$ cat config.mk
export PLATFORM = sky130hd
export DESIGN_NAME = handshake_const_arbiter
export DESIGN_NICKNAME = d
export VERILOG_FILES = /design/src/rtl/handshake_const_arbiter.sv
export SDC_FILE = /design/constraint.sdc
export NUM_CORES = 1
export LEC_CHECK = 0
export ABC_CLOCK_PERIOD_IN_PS = 4300
export BUFFER_PORTS_ARGS = -buffer_cell sky130_fd_sc_hd__clkbuf_2
export CAP_MARGIN = 25
export CORE_UTILIZATION = 45
export CTS_BUF_LIST = sky130_fd_sc_hd__clkbuf_4 sky130_fd_sc_hd__clkbuf_8
export DETAILED_ROUTE_END_ITERATION = 12
export GPL_TIMING_DRIVEN = 1
export HOLD_SLACK_MARGIN = 0.05
export PLACE_DENSITY = 0.83
export SYNTH_ARGS = -nofsm -noshare
export SYNTH_HDL_FRONTEND = slang
export SYNTH_SLANG_ARGS = --single-unit
export TNS_END_PERCENT = 50
$ cat constraint.sdc
create_clock -name clk -period 4.3 [get_ports clk]
set_clock_uncertainty 0.05 [all_clocks]
set_input_delay 0.86 -clock clk [delete_from_list [all_inputs] [get_ports clk]]
set_output_delay 0.86 -clock clk [all_outputs]
set_load 0.03 [all_outputs]
$ cat src/rtl/handshake_const_arbiter.sv
// Round-robin arbiter over NUM_IN control-only requesters; the winner's constant
// and index are loaded into a one-entry valid/ready output register.
module handshake_const_arbiter #(
  parameter int unsigned                    DATA_WIDTH = 32,
  parameter int unsigned                    NUM_IN     = 4,
  parameter logic [NUM_IN*DATA_WIDTH-1:0]   CONSTS     = '0
) (
  input  logic                      clk,
  input  logic                      rst,
  input  logic [NUM_IN-1:0]         ctrl_valid,
  output logic [NUM_IN-1:0]         ctrl_ready,
  output logic [DATA_WIDTH-1:0]     outs,
  output logic [$clog2(NUM_IN)-1:0] outs_index,
  output logic                      outs_valid,
  input  logic                      outs_ready
);

  localparam int unsigned IDX_W = $clog2(NUM_IN);

  logic [DATA_WIDTH-1:0] r_outs;
  logic [IDX_W-1:0]      r_index;
  logic                  r_valid;
  logic [IDX_W-1:0]      r_ptr;

  logic                  w_can_accept;
  logic                  w_found;
  logic [IDX_W-1:0]      w_win;
  logic [IDX_W-1:0]      w_sel;
  int unsigned           w_idx_int;
  logic                  w_xfer;
  logic [IDX_W-1:0]      w_ptr_nxt;
  logic [DATA_WIDTH-1:0] w_const;

  assign w_can_accept = ~r_valid | outs_ready;

  // First asserted request at or after r_ptr, wrapping modulo NUM_IN.
  always_comb begin
    w_found   = 1'b0;
    w_win     = '0;
    w_sel     = '0;
    w_idx_int = 0;
    for (int unsigned k = 0; k < NUM_IN; k++) begin
      w_idx_int = (32'(r_ptr) + k) % NUM_IN;
      w_sel     = IDX_W'(w_idx_int);
      if (!w_found && ctrl_valid[w_sel]) begin
        w_found = 1'b1;
        w_win   = w_sel;
      end
    end
  end

  // Gated by rst so ctrl_ready drops asynchronously with the reset.
  assign w_xfer     = rst & w_found & w_can_accept;
  assign ctrl_ready = w_xfer ? (NUM_IN'(1) << w_win) : '0;

  // Explicit wrap keeps the pointer in range for non-power-of-two NUM_IN.
  assign w_ptr_nxt = (w_win == IDX_W'(NUM_IN - 1)) ? '0 : w_win + IDX_W'(1);
  assign w_const   = CONSTS[32'(w_win)*DATA_WIDTH +: DATA_WIDTH];

  always_ff @(posedge clk or negedge rst) begin
    if (!rst) begin
      r_outs  <= '0;
      r_index <= '0;
      r_valid <= 1'b0;
      r_ptr   <= '0;
    end else if (w_xfer) begin
      r_outs  <= w_const;
      r_index <= w_win;
      r_valid <= 1'b1;
      r_ptr   <= w_ptr_nxt;
    end else if (outs_ready) begin
      r_valid <= 1'b0;
    end
  end

  assign outs       = r_outs;
  assign outs_index = r_index;
  assign outs_valid = r_valid;

endmodule

Word-level counts from Yosys, hierarchy flattened

Index checks and enable logic that the tools add are counted.

Bitwise logic cells: 4
Reductions and logical operators: 7
Equality and inequality tests: 1
Add/sub/neg operators: 4
Shift-type cells: 2
Mux-type cells: 20
Order comparisons: 4

Operator list:

| kind                      | number |
|---|---|
| $shiftx 128x8->32 const A | 1 |
| $lt 2x3->1 const B        | 4 |
| $mux 1                    | 10 |
| $mux 2                    | 5 |
| $bmux 1 s2                | 4 |
| $add 2x1->2 const B       | 2 |
| $add 2x2->2 const B       | 2 |
| $mux 4                    | 1 |
| $shl 1x2->4 const A       | 1 |
| $logic_and 1x1->1         | 3 |
| $logic_not 1->1           | 3 |
| $and 1x1->1               | 2 |
| $eq 2x2->1 const B        | 1 |
| $reduce_bool 2->1         | 1 |
| $not 1->1                 | 1 |
| $or 1x1->1                | 1 |

Bits of input ports: 7
Logic and storage cells: 46
Bits in registers: 37
Output and inout bits: 39

Depth between registers and ports, before layout

Gate-level depths: netlist of the first run.

Depth in word-level cells: 15
Mapped depth: 5
Gate-level depth less buffers: 5

Least setup slack after synthesis of the first run

OpenSTA, ideal clock, no wires.

Kind: input port to output port
From: input ctrl_valid[1]
To: output ctrl_ready[0]
Stages: 5
Data arrival time: 1.771 ns
Setup slack: 1.619 ns
Data required time: 3.390 ns
Cells stage by stage: nand2b_1 > o221ai_1 > or2_2 > ha_1 > and2_2

Word-level cells in the longest chain between the ends: 15

RTL lines:

| what                         | line | text |
|---|---|---|
| from (decl)                  | 10   | `input logic [NUM_IN-1:0] ctrl_valid,` |
| $bmux 1 s2                   | 45   | `if (!w_found && ctrl_valid[w_sel]) begin` |
| $mux 1 (not written as such) | 45   |  |
| $mux 1                       | 45   |  |
| $logic_not 1->1              | 45   |  |
| $logic_and 1x1->1            | 45   |  |
| $mux 1                       | 45   |  |
| $logic_not 1->1              | 45   |  |
| $logic_and 1x1->1            | 45   |  |
| $mux 1                       | 45   |  |
| $logic_not 1->1              | 45   |  |
| $logic_and 1x1->1            | 45   |  |
| $mux 1                       | 45   |  |
| $and 1x1->1 (2 in a row)     | 53   | `assign w_xfer = rst & w_found & w_can_accept;` |
| $mux 4 *                     | 54   | `assign ctrl_ready = w_xfer ? (NUM_IN'(1) << w_win) : '0;` |
| to (decl)                    | 11   | `output logic [NUM_IN-1:0] ctrl_ready,` |

Every way passes the cells marked *; elsewhere a longest branch is shown, timed or not. The select of a mux whose other input is x is not followed.

Worst setup path in the final report of the first run

From: input ctrl_valid[3]
To: output ctrl_ready[1]

Same word-level chain as after synthesis.

==> impl_results.md, run 1 <==
- Cell Pwr Density: 458.9 nW/um^2
- Post-CTS Setup Repair Bufs: 0
- Max Fclk: 328.7 MHz
- Post-Synth Adder-Cell Area: 7.722%
- All-Layer GR Usage: 12.25%
- Syn avg cell area: 9.002 sq um
- CP Data Required Time: 3390 ps
- Vias/cell: 4.175
- First-pass GRT wire length: 1.283 mm
- Cell mode on critical path: clkbuf_2
- DRT Pass-1 Iters: 4
- Setup violations, final: 0
- CTS tree: done
- Synth unique cells: 23
- Antenna Violating Nets Remaining: 0
- Core Region: 1318 sq um
- DP Wirelength: 731.5 um
- Clock buffer depth: 2
- Period Utilization, post-route: 70.76%
- Die area: 1596 sq um
- Hold Crit Class: in -> async
- Worst setup SP type: input pin
- Sequential element share of the synthesized area: 19.31%
- Xor and xnor area share after synthesis: 0%
- R2R setup slack: 2560 ps
- Initial antenna violation count: 0
- Status: complete, no violations
- Die width: 39.95 um
- Crit end category: output port
- Largest area contributor in the netlist: buf_4
- Max Cap Viol: 0
- Minimum clock period: 3043 ps
- Final Max Tran Viols: 0
- Post-cts sizing count: 0
- Max stage delay on crit path: 350 ps
- CP delay by family, top: simple AND/OR/NAND/NOR gates
- Peak VDD IR: 307.9 uV
- Wire per inst: 8.175 um
- Vias: 430
- Post-synth top area share: 37.07%
- Largest family of logic cells by synthesized area: buffers and inverters
- Worst skew pair latency: 240 ps
- CP Class: in -> out
- Initial core utilization: 49.19%
- Mux contribution to synthesized area: 2.317%
- Placer congestion estimate: 0.7353
- Buf/Inv on CP: 2
- Synth Area in Compound Gates: 14.86%
- Number of global-route vias before repair: 326
- Largest net degree at the start of global routing: 8
- Post-Syn Area: 648.1 sq um
- Row Count: 13
- Root buf cell: clkbuf_4
- Hold_ws: 398.0 ps
- Die extent in y: 39.95 um
- Num Clock Sinks: 5
- Total wire length: 842 um
- Area delta synth->final: -1.544%
- Cell Chain, Critical Path: clkbuf_2, nand4b_1, o21ai_0, or2_2, ha_1, and2_2, clkbuf_2
- Ant. Diodes: 0
- Crit-path slowest cell: or2_2
- CP max FO: 5
- CTS Buf Count: 3
- Layout cells sized above 1: 29.55%
- Post-Route Setup TNS: 0 ps
- Final count of hold timing violations: 0
- RSZ-0062 raised after global routing: false
- Post-Synthesis Cells: 72
- Worst path arrival time: 2130 ps
- Synth warnings: 0
- Ports: 46
- Clk pin slew, worst setup/hold paths: 40 ps
- DRC violation count after routing: 0
- Leak: 0.3580 nW
- Initial DRC count: 1
- Flops & latches, synth: 5
- IO Port Bufs: 13
- Post-Synth Simple-Gate Area: 18.15%
- Synth area leaders: buf_4 37%, dfrtp_1 19%, ha_1 7.7%, nand2b_1 4.8%, and2_2 4.6%
- H-tree Lvls: 1
- Final nets: 100
- GR Overflow Total: 0
- Hold Buf Count CTS: 0
[cells by family after synthesis]
group / Yosys count
compound gates: 10
mux: 1
buf+inv: 32
simple gates: 19
other cells: 1
flops: 5
fa+ha+maj: 4
[cell usage after synthesis, drive strengths merged]
library cell and n:
o41ai 1, nor2b 2, a21boi 1, buf 32, o31ai 1, mux2 1
conb 1, dfrtp 5, nand2 3, o21ai 2, o22a 1, nor2 2
and3 1, or2 1, a2bb2oi 1, and2 4, a22o 1, nand4b 1
ha 4, nand2b 5, a311oi 1, o221ai 1
[through the flow]
step / area (sq um) / setup WS [ps] / total power, W / instances / util, %
5_1_grt: 638.1 / 1126 / 0.0003162 / 103 / 48.43
3_5_place_dp: 608.1 / 1250 / 0.0002344 / 99 / 46.15
4_1_cts: 638.1 / 1248 / 0.0002965 / 103 / 48.43
3_3_place_gp: 608.1 / 1288 / 0.0002298 / 99 / 46.15
2_1_floorplan: 764.5 / 1619 / 0.0002229 / 103 / -
6_report: 638.1 / 1257 / 0.0002928 / 103 / 48.43
[state kept, by name, summed over array words and instances (netlist names)]
name and cells:
outs_index 2, outs_valid 1, r_ptr 2
[report_power, final]
part           internal, W   total, W  switching [W]
registers        0.0000619  0.0000778      0.0000159
clock network    0.0000413  0.0000596      0.0000183
logic            0.0000507   0.000155       0.000105
total             0.000154   0.000293       0.000139
[cell type report]
cell class	instances	area (sq um)
Clock buffer	4	30.03
Fill cell	136	679.4
Multi-Input combinational cell	66	399.1
Sequential cell	5	125.1
Tap cell	15	18.77
Timing Repair Buffer	13	65.06
[worst paths after layout]
| check | from | cells after the start | end |
|---|---|---|---|
| setup / recovery | ctrl_valid[3] | 7 | ctrl_ready[1] |
| hold / removal | rst | 1 | outs_valid$_DFFE_PN0P_ |
| setup reg to reg | r_ptr[1]$_DFFE_PN0P_ | 5 | r_ptr[1]$_DFFE_PN0P_ |
| hold reg to reg | outs_valid$_DFFE_PN0P_ | 2 | outs_valid$_DFFE_PN0P_ |
| max in group asynchronous | rst | 1 | r_ptr[0]$_DFFE_PN0P_ |
| min in group clk | outs_valid$_DFFE_PN0P_ | 2 | outs_valid$_DFFE_PN0P_ |
[placed cells by master, fill, tap and decap left out]
| cell | n |
|---|---|
| a21boi_0 | 1 |
| a22o_1 | 1 |
| a2bb2oi_1 | 1 |
| a311oi_1 | 1 |
| and2_2 | 4 |
| and3_2 | 1 |
| clkbuf_2 | 13 |
| clkbuf_4 | 4 |
| conb_1 | 32 |
| dfrtp_1 | 5 |
| ha_1 | 4 |
| mux2_4 | 1 |
| nand2_1 | 3 |
| nand2b_1 | 5 |
| nand4b_1 | 1 |
| nor2_1 | 1 |
| nor2_2 | 1 |
| nor2b_1 | 2 |
| o21ai_0 | 2 |
| o221ai_1 | 1 |
| o22a_1 | 1 |
| o31ai_1 | 1 |
| o41ai_4 | 1 |
| or2_2 | 1 |
[metal layers]
metal	up-vias	share of wire, %	global-route usage (%)
met3	0	8.4	5.000
met5	-	0	0
met4	0	0	5.172
met2	25	48	19.35
met1	193	44	14.53
li1	212	-	-
(Power assumes the default switching activity.)
==> run 2: changes to the inputs <==
Settings changed: ABC_CLOCK_PERIOD_IN_PS 4300 to 2600, CORE_UTILIZATION 45 to 38, PLACE_DENSITY 0.83 to 0.74.
Clock period 4.3 ns to 2.6 ns, I/O delays scaled along.
==> impl_results.md, run 2 (synthesis results as in run 1) <==
- Clock network power share: 20.4%
- Clock buffer depth: 2
- Largest net degree at the start of global routing: 8
- Root buf cell: clkbuf_4
- Total wire length: 912 um
- Power consumption: 0.0004847 W
- R2R setup slack: 840 ps
- Hold Buf Count CTS: 0
- Final nets: 100
- Reg2reg end: r_ptr[1]$_DFFE_PN0P_
- Sw Share: 47.59%
- Minimum clock period: 2460 ps
- DRT Pass-1 Iters: 4
- CP Class: reg -> out
- Leak: 0.3580 nW
- Power Internal: 0.0002540 W
- Final count of hold timing violations: 0
- RSZ-0062 raised after global routing: false
- Number of global-route vias before repair: 366
- Row Count: 14
- GR Overflow Total: 0
- H-tree Lvls: 1
- All-Layer GR Usage: 10.84%
- Fin area: 639.4 sq um
- Die width: 43.30 um
- Initial DRC count: 9
- Initial antenna violation count: 0
- Die area: 1875 sq um
- Vias/cell: 4.231
- IO Port Bufs: 13
- First-pass GRT wire length: 1.483 mm
- CTS tree: done
- CTS Buf Count: 3
- DRC violation count after routing: 0
- Initial core utilization: 42.05%
- Area delta synth->final: -1.351%
- Max Cap Viol: 0
- Logic pwr share: 52.9%
- Most frequent cells in the layout: 32 x conb_1, 13 x clkbuf_2, 5 x nand2b_1, 5 x dfrtp_1
- CP Data Required Time: 2030 ps
- Antenna Violating Nets Remaining: 0
- Critical Path End: ctrl_ready[1]
- Vias: 440
- Clk pin slew, worst setup/hold paths: 50 ps
- Peak VDD IR: 344.3 uV
- Commonest non-fill, non-tap cell in the layout: conb_1
- Cell Pwr Density: 758.0 nW/um^2
- Period Utilization, post-route: 94.60%
- Max Fclk: 406.6 MHz
- Worst skew pair latency: 240 ps
- Core Region: 1541 sq um
- Crit. Startpoint: r_ptr[1]$_DFFE_PN0P_
- Part of the power in registers: 26.7%
- Worst R2R Start: r_ptr[1]$_DFFE_PN0P_
- Sw power: 0.0002306 W
- Ant. Diodes: 0
- Post-cts sizing count: 0
- Setup violations, final: 0
- Fin cells: 104
- Worst setup SP type: flip-flop
- Post-CTS Setup Repair Bufs: 0
- Wire per inst: 8.769 um
- Layout cells sized above 1: 29.55%
- Num Clock Sinks: 5
- Post-DP Area: 609.3 sq um
- Worst path arrival time: 1890 ps
- Post-Place Cells: 100
- Hold Crit Class: in -> async
- Die extent in y: 43.30 um
- Crit end category: output port
- Post-Route Setup TNS: 0 ps
- Placer congestion estimate: 0.6970
- R2R depth: 5
- CP max FO: 7
- DP Wirelength: 770.7 um
- Status: complete, no violations
- Final Max Tran Viols: 0
- Ports: 46
-- run 2: cell counts in the layout (fill, tap and decap cells not counted) --
No cell type changed its count.
-- run 2: how the worst min path moves through the flow --
stage,startpoint,endpoint,slack [ps]
floorplan,rst,outs_index[0]$_DFFE_PN0P_,170
global placement,rst,r_ptr[0]$_DFFE_PN0P_,310
detailed placement,rst,outs_index[0]$_DFFE_PN0P_,320
CTS,rst,r_ptr[1]$_DFFE_PN0P_,60
global route,rst,outs_index[1]$_DFFE_PN0P_,60
finish,rst,outs_index[1]$_DFFE_PN0P_,60
-- run 2: metrics by stage --
step	hold slack (ps)	utilization, %	setup WS, ps
final	63.50	41.48	140.4
after global routing	55.36	41.48	46.65
after CTS	60.62	41.48	157.5
after detailed placement	318.2	39.53	248.4
after global placement	311.6	39.53	273.9
after floorplan	174.4	-	598.7
-- run 2: power by group through the flow --
| stage | logic, W | registers (W) | clock network, W |
|---|---|---|---|
| 2_1_floorplan | 0.000223 | 0.000145 | 0 |
| 3_3_place_gp | 0.000256 | 0.000128 | 0 |
| 3_5_place_dp | 0.000257 | 0.000129 | 0 |
| 4_1_cts | 0.000259 | 0.000128 | 0.000103 |
| 5_1_grt | 0.000282 | 0.000135 | 0.000110 |
| 6_report | 0.000256 | 0.000129 | 0.0000988 |
-- run 2: cell type report --
type / count / area, sq um
flip-flops and latches: 5 / 125.1
fillers: 160 / 902.1
multi-input cells: 66 / 399.1
clock buffers: 4 / 30.03
repair buffers: 13 / 65.06
well taps: 16 / 20.02
-- run 2: routing by layer --
metal | routed length [um] | GRT usage [%]
met3 | 69 | 3.830
met2 | 475 | 16.12
met1 | 366 | 13.84
met4 | 0 | 5.455
met5 | 0 | 0
-- run 2: worst max-delay path: stages (launching register included) --
cell,delay (ps)
dfrtp_1,440
nand2b_1,180
o221ai_1,170
or2_2,340
ha_1,180
and2_2,160
clkbuf_2,170
==> run 3: changes to the inputs <==
Settings changed: ABC_AREA from default to 1, CORE_ASPECT_RATIO from default to 1.5, CORE_UTILIZATION 38 to 42.
==> impl_results.md, run 3 <==
- Post-layout util: 52.28%
- Setup violations, final: 0
- Status: complete, no violations
- Layout cells sized above 1: 46.31%
- Synth unique cells: 21
- GR Overflow Total: 0
- Die extent in y: 58.57 um
- Crit. Startpoint: r_ptr[0]$_DFFE_PN0P_
- Most frequent cells in the layout: 32 x conb_1, 19 x nand2_1, 12 x inv_1
- Syn avg cell area: 7.110 sq um
- Leak: 0.6116 nW
- Fin cells: 171
- FILL cells: 205
- Die area: 2326 sq um
- GRT met3 Usage: 0%
- Total wire length: 1.726 mm
- Minimum clock period: 2596 ps
- Post-Syn Area: 895.9 sq um
- Core Region: 2027 sq um
- Worst skew pair latency: 250 ps
- Initial DRC count: 8
- Final nets: 161
- Post-Place Cells: 159
- Hold Crit Class: in -> async
- Sequential element share of the synthesized area: 13.97%
- H-tree Lvls: 1
- Post-synth top area share: 26.82%
- First-pass GRT wire length: 2.332 mm
- Max Cap Viol: 0
- CP Class: reg -> out
- RSZ-0062 raised after global routing: true
- CTS Buf Count: 3
- Synth cell count leaders: 32 x buf_4, 25 x nand2_1, 14 x inv_1
- Period Utilization, post-route: 99.83%
- R2R setup slack: 660 ps
- IO Port Bufs: 13
- Crit end category: output port
- Final count of hold timing violations: 0
- Number of global-route vias before repair: 618
- DRT Pass-1 Iters: 2
- Ant. Diodes: 0
- Synth Flop Type: dfrtp_1
- Hold_ws: 60.85 ps
- Commonest non-fill, non-tap cell in the layout: conb_1
- Die width: 39.71 um
- Num Clock Sinks: 5
- Flops & latches, synth: 5
- Cell Pwr Density: 1517 nW/um^2
- Largest net degree at the start of global routing: 9
- Multi-input logic area: 655.6 sq um
- Synth warnings: 0
- DRC violation count after routing: 0
- Clk pin slew, worst setup/hold paths: 50 ps
- Grt peak-use layer: met2
- Worst path arrival time: 2030 ps
- Met2 usage: 27.63%
- All-Layer GR Usage: 14.29%
- CP max FO: 5
- Initial antenna violation count: 0
- Largest area contributor in the netlist: buf_4
- Seq. cell area: 127.6 sq um
- Placer congestion estimate: 0.8940
- DP Wirelength: 1.084 mm
- Area delta synth->final: 18.30%
- Worst R2R Start: r_ptr[0]$_DFFE_PN0P_
- Antenna Violating Nets Remaining: 0
- FFs w/ async S/R, synth: 100.0%
- Ports: 46
- Peak VDD IR: 576.0 uV
- Root buf cell: clkbuf_4
- Max Fclk: 385.3 MHz
- CTS tree: done
- Vias/cell: 4.246
- Post-Synthesis Cells: 126
- Met1 GRT Util: 14.29%
- Most common cell in the synthesized netlist: buf_4
- Initial core utilization: 44.20%
- CP Data Required Time: 2030 ps
- Final Max Tran Viols: 0
- Wire per inst: 10.09 um
- Clock buffer depth: 2
- Vias: 726
- Row Count: 20
- Worst setup SP type: flip-flop
- Synth area leaders: buf_4 27%, dfrtp_1 14%, nand2_1 10%, nand2_4 7.5%, nand2_2 6.3%
- Number of synthesized flops with an enable pin: 0
run 3: area by class of cell:
cell class | count | area share, %
Clock buffer | 4 | 2.834
Inverter | 17 | 7.202
Sequential cell | 5 | 12.04
Multi-Input combinational cell | 102 | 61.87
Tap cell | 22 | 2.597
Timing Repair Buffer | 21 | 13.46
run 3: worst paths after layout:
path                                                  end  cells past startpoint
min in group clk                outs_index[1]$_DFFE_PN0P_                      2
max in group asynchronous            r_ptr[1]$_DFFE_PN0P_                      1
worst max-delay path                        ctrl_ready[3]                     13
worst min-delay path            outs_index[1]$_DFFE_PN0P_                      1
worst max register to register       r_ptr[1]$_DFFE_PN0P_                     12
worst min register to register  outs_index[1]$_DFFE_PN0P_                      2
run 3: per-stage QoR:
| step | area, sq um | total power [W] | setup TNS (ps) | setup WS (ps) |
|---|---|---|---|---|
| floorplan | 1012 | 0.001036 | 0 | 145.1 |
| global placement | 853.3 | 0.001123 | 0 | 114.3 |
| detailed placement | 853.3 | 0.001161 | 0 | 15.01 |
| CTS | 965.9 | 0.001413 | 0 | 9.760 |
| global route | 1060 | 0.001738 | -484.1 | -139.3 |
| finish | 1060 | 0.001608 | 0 | 4.492 |
run 3: kinds of logic (layout without fill, tap and decap cells):
kind of cell               Yosys count  in the layout  synth area share (%)
DFF                                  5              5                 13.97
other                                1             32                0.4186
AOI/OAI and AO/OA                    7              7                 4.749
and+or+nand+nor                     59             59                 39.25
adders and majority gates            4              4                 5.587
buffers and inverters               50             42                 36.03
run 3: routing by layer:
layer / part of all wire, % / vias to the layer above
li1: - / 364
met2: 60 / 28
met4: 1.4 / 0
met1: 35 / 332
met3: 4.1 / 2
met5: 0 / -
run 3: what timing repair did:
item | in CTS | in global routing
hold buffers | 0 | 0
pin swaps | 2 | 8
buffers inserted | 5 | 3
endpoints found under the setup margin | 4 | 4
gates resized for setup | 16 | 24
endpoints found under the hold margin | 0 | 0
run 3: power breakdown:
group / switching (W) / total, W / leakage, nW / internal [W]
combinational: 0.000872 / 0.00136 / 0.535 / 0.000484
sequential: 0.0000305 / 0.000148 / 0.0582 / 0.000117
clock: 0.0000351 / 0.000104 / 0.0184 / 0.0000686
total: 0.000938 / 0.00161 / 0.612 / 0.000670
run 3: critical path, cell delays in order, from the launching register on:
cell and delay, ps:
dfrtp_2 410, clkbuf_4 170, nand2_1 130, nand3_2 130, o21ai_4 110, inv_2 90, nand3_2 80, nand3_2 100
nand2_2 110, inv_2 40, ha_1 170, inv_1 50, nor2_1 30, buf_4 160
